File: config.mk
export PLATFORM = sky130hd
export DESIGN_NAME = reg_file32
export DESIGN_NICKNAME = d
export VERILOG_FILES = /design/src/rtl/reg_file32.sv
export SDC_FILE = /design/constraint.sdc
export NUM_CORES = 2
export LEC_CHECK = 0
export CAP_MARGIN = 15
export CORE_ASPECT_RATIO = 2
export CORE_MARGIN = 10
export CORE_UTILIZATION = 57
export DETAILED_ROUTE_END_ITERATION = 8
export PLACE_DENSITY_LB_ADDON = 0.08
export SYNTH_ARGS = -nofsm -noshare
export SYNTH_HDL_FRONTEND = slang
export SYNTH_SLANG_ARGS = --single-unit
File: constraint.sdc
create_clock -name clk -period 1.8 [get_ports clk]
set_clock_uncertainty 0.15 [all_clocks]
set_input_delay 0.45 -clock clk [delete_from_list [all_inputs] [get_ports clk]]
set_output_delay 0.45 -clock clk [all_outputs]
set_load 0.03 [all_outputs]
File: src/rtl/reg_file32.sv
// reg_file32: two-read / one-write register file feeding the ALU operands.
// Reads are write-first and land in registered outputs; register 0 always reads zero.
module reg_file32 #(
    parameter int DATA_WIDTH = 32,
    parameter int ADDR_WIDTH = 5
) (
    input  logic                  clk,
    input  logic                  reset_n,
    input  logic                  read_en,
    input  logic [ADDR_WIDTH-1:0] rs_addr,
    input  logic [ADDR_WIDTH-1:0] rt_addr,
    input  logic                  write_en,
    input  logic [ADDR_WIDTH-1:0] wr_addr,
    input  logic [DATA_WIDTH-1:0] wr_data,
    output logic [DATA_WIDTH-1:0] op1,
    output logic [DATA_WIDTH-1:0] op2,
    output logic                  op_valid
);

    localparam int DEPTH = 1 << ADDR_WIDTH;
    localparam logic [ADDR_WIDTH-1:0] ZERO_ADDR = {ADDR_WIDTH{1'b0}};
    localparam logic [DATA_WIDTH-1:0] ZERO_DATA = {DATA_WIDTH{1'b0}};

    logic [DATA_WIDTH-1:0] regs_r [DEPTH];
    logic [DATA_WIDTH-1:0] op1_r;
    logic [DATA_WIDTH-1:0] op2_r;
    logic                  op_valid_r;
    logic [DATA_WIDTH-1:0] rd1_s;
    logic [DATA_WIDTH-1:0] rd2_s;

    // Register array update; entry 0 is never written so it stays constant zero
    always_ff @(posedge clk or negedge reset_n) begin
        if (!reset_n) begin
            for (int i = 0; i < DEPTH; i++) begin
                regs_r[i] <= ZERO_DATA;
            end
        end else if (write_en && (wr_addr != ZERO_ADDR)) begin
            regs_r[wr_addr] <= wr_data;
        end
    end

    // Read port 1 with write-first bypass of same-edge writeback
    always_comb begin
        rd1_s = ZERO_DATA;
        if (rs_addr == ZERO_ADDR) begin
            rd1_s = ZERO_DATA;
        end else if (write_en && (wr_addr == rs_addr)) begin
            rd1_s = wr_data;
        end else begin
            rd1_s = regs_r[rs_addr];
        end
    end

    // Read port 2 with write-first bypass of same-edge writeback
    always_comb begin
        rd2_s = ZERO_DATA;
        if (rt_addr == ZERO_ADDR) begin
            rd2_s = ZERO_DATA;
        end else if (write_en && (wr_addr == rt_addr)) begin
            rd2_s = wr_data;
        end else begin
            rd2_s = regs_r[rt_addr];
        end
    end

    // Operand capture; operands hold between reads so the ALU NOP path sees stable inputs
    always_ff @(posedge clk or negedge reset_n) begin
        if (!reset_n) begin
            op1_r      <= ZERO_DATA;
            op2_r      <= ZERO_DATA;
            op_valid_r <= 1'b0;
        end else begin
            op_valid_r <= read_en;
            if (read_en) begin
                op1_r <= rd1_s;
                op2_r <= rd2_s;
            end
        end
    end

    assign op1      = op1_r;
    assign op2      = op2_r;
    assign op_valid = op_valid_r;

endmodule

==> results_dict.tcl <==
set metrics [dict create \
    final_period_minus_worst_setup_slack_ns 2.01 \
    tritoncts_clock_tree "built" \
    max_stage_delay_on_crit_path_ns 0.48 \
    worst_slack_ns -0.206 \
    drt_pass1_iterations 7 \
    netlist_area_pre_place_um2 56600 \
    boundaryPins 116 \
    post_dp_cell_area_um2 66200 \
    critical_path_peak_fanout 3 \
    path_buf_inv 0 \
    power_density_nw_per_um2 1040 \
    global_route.usage.total_pct 37.1 \
    post_synth_fa_ha_maj_area_fraction_pct 0 \
    worstMarginPinSlew_ns 0.990 \
    areaGrowthSynthToFinish_pct 27.2 \
    seq_area_frac_synth_pct 48.1 \
    postSynthRegisterBits 1089 \
    fraction_of_synthesis_flops_using_an_asynchronous_set_or_reset_pin_pct 100 \
    number_of_enable_flip_flop_cells_after_synthesis 0 \
    die_h_um 466 \
    setup_total_negative_slack_ns -14.48 \
    cts-root-to-sink-buffers 3 \
    layoutNonFillerInstCount 5755 \
    highest-signal-layer "met4" \
    h-tree-depth 3 \
    yosysWarnings 0 \
    die-width_um 243 \
    placed_cells_incl_taps 5492 \
    synth_xor_xnor_area_share_pct 0.139 \
    cts.sinks 1089 \
    grt_pass1_wl_mm 306 \
    critical-path-slowest-cell "mux4_2" \
    detailedPlace.worstSlack_ns -1.13 \
    area_occupied_by_registers_um2 27300 \
    maximum_capacitance_violations 0 \
    antenna_found_initial 7 \
    outcome "complete, but fails checks" \
    number_of_global_route_vias_before_repair 44700 \
    clkLatencyLatePin_ns 0.74 \
    drive_above_1_share_pct 58.4 \
    timing_max_transition_violations_final 0 \
    worst-endpoint-arrival_ns 2.46 \
    dominantRegCellSynth "dfrtp_1" \
    wl_met3_mm 15.3 \
    static-leakage-power_nw 31.9 \
    ant_nets 0 \
    cp.required_ns 2.26 \
    worst_hold_slack_ns 0.0969 \
    min-delay-path-class "in2async" \
    die_area_um2 113000 \
    synth-simple-area-share_pct 1.20 \
    share_of_the_cycle_needed_by_the_critical_path_after_routing_pct 111 \
    num-nets-final 4412 \
    synth_cell_type_count 40 \
    area_of_the_multi_input_gates_um2 29800 \
    cp-end-kind "flip-flop" \
    crit_path_cell_trace "mux4_2 -> a22oi_2 -> nand2_2 -> a222oi_1 -> o21ai_1" \
    critPathKind "reg2reg" \
    max-slew-margin-rel_pct 34.0 \
    met2_length_mm 104 \
    place.detailed.hpwl_mm 142 \
    report.final.hold_viol_count 0 \
    finalWirelength_mm 211 \
    synth_top_family_by_area "multiplexers" \
    failed_checks "negative setup slack" \
    critical_path.startpoint_type "flip-flop" \
    timing.fmax_mhz 498 \
    placeableCoreArea_um2 98700 \
    postSynthNetCount 3918 \
    total_grt_overflow 0 \
    setup_viol 129 \
    unrepaired_setup_endpoints_after_global_routing "true" \
    port_buffers 115 \
    grt_start_max_net_pins 81 \
    std_cell_rows 163 \
    routedLengthMet1_mm 70.9 \
    path_delay_family "compound AO/OA/AOI/OAI gates" \
    final_cell_area_um2 72000 \
    clock_buffer_count_from_cts 98 \
    route.detailed.drc 0 \
    layout_commonest_cell "dfrtp_1" \
    root_buffer_selected_by_cts "clkbuf_16" \
    start_util_pct 57.4 \
    worst_ir_drop_vdd_v 0.000996 \
    post_dr_vias_cell 7.14 \
    antennaDiodeCount 0 \
    synth_compound_gate_area_share_pct 7.42 \
    layout.cells.most_common_list "1049 x dfrtp_1, 640 x mux2_2, 494 x buf_4, 384 x mux4_2, 274 x mux2_4" \
    synth_mux_area_share_pct 39.5 \
    post_synth.cell_area_avg_um2 14.6 \
    filler_cell_count 6303 \
    synthesis.instances 3867 \
    num_vias 41100 \
    avgRoutedWirePerCell_um 36.6 \
    dr.first_iter.drc_count 3693 \
    clk_pin_slew_worst_paths_ns 0.07 \
    finalWeightedCongestion 0.966 \
]
-- registers in the layout (all words and copies together), names as in the netlist --
register,cells
regs_r,1024
op1,32
op2,32
op_valid,1
-- metal layers --
layer | vias to the layer above | GRT usage, %
met5 | - | 0
met4 | 0 | 30.8
met3 | 956 | 7.71
met2 | 2310 | 61.5
met1 | 21800 | 40.7
li1 | 16100 | -
-- power breakdown --
part / switching [mW] / internal, mW
sequential: 4.11 / 29.2
clock: 10.0 / 12.7
combinational: 7.82 / 11.1
total: 21.9 / 52.9
-- per-stage QoR --
stage	util, %	power [mW]
after floorplan	-	43.2
after global placement	67.1	49.6
after detailed placement	67.1	50.9
after CTS	72.3	74.4
after global routing	73.0	77.3
final	73.0	74.9
-- worst reg2reg max path, stage by stage, from the launching register on --
cell	delay [ns]
dfrtp_1	0.40
mux4_2	0.48
a22oi_2	0.21
nand2_2	0.15
a222oi_1	0.36
o21ai_1	0.15
-- kinds of logic after synthesis --
group / count (synthesis)
DFF: 1089
buffers and inverters: 452
xor gates and xnor gates: 9
and+or+nand+nor: 136
muxes: 1632
AOI/OAI and AO/OA: 549
-- area by class of cell --
class	count	area share (%)
Clock buffer	127	3.82
Inverter	5	0.0261
Tap cell	1320	2.29
Clock inverter	47	0.876
Multi-Input combinational cell	2326	41.3
Timing Repair Buffer	841	13.7
Sequential cell	1089	37.9
-- timing repair --
item	CTS	global route
setup endpoints to repair	887	129
cloned	12	2
setup buffers	57	29
hold buffers	1	0
endpoints found under the hold margin	440	0
pin swaps	92	61
resized for setup	356	107
-- Yosys cell counts (28+ instances only) --
master	n	area (um2)
o21ai_1	33	165
a221oi_1	160	1400
a21oi_1	65	325
mux2i_1	256	2560
nand2_1	50	188
mux2_1	128	1440
a22oi_1	160	1200
o21ai_0	32	160
a222oi_1	32	320
and2_1	37	231
clkbuf_1	285	1070
buf_2	66	330
buf_1	48	180
mux2_2	864	9730
o21a_1	32	240
dfrtp_1	1089	27300
a2111o_1	32	360
mux4_2	384	8650
buf_4	28	210
-- worst paths after layout --
kind	start	to	slack, ns	cells past startpoint
min	reset_n	regs_r[138]	0.1	2
max	regs_r[569]	op2[25]	-0.21	5
min in group clk	read_en	op_valid	0.25	2
max reg2reg	regs_r[569]	op2[25]	-0.21	5
min reg2reg	regs_r[1003]	regs_r[1003]	0.25	0
max in group asynchronous	reset_n	op2[2]	0.56	4
Power figures use the tool's default switching activity.
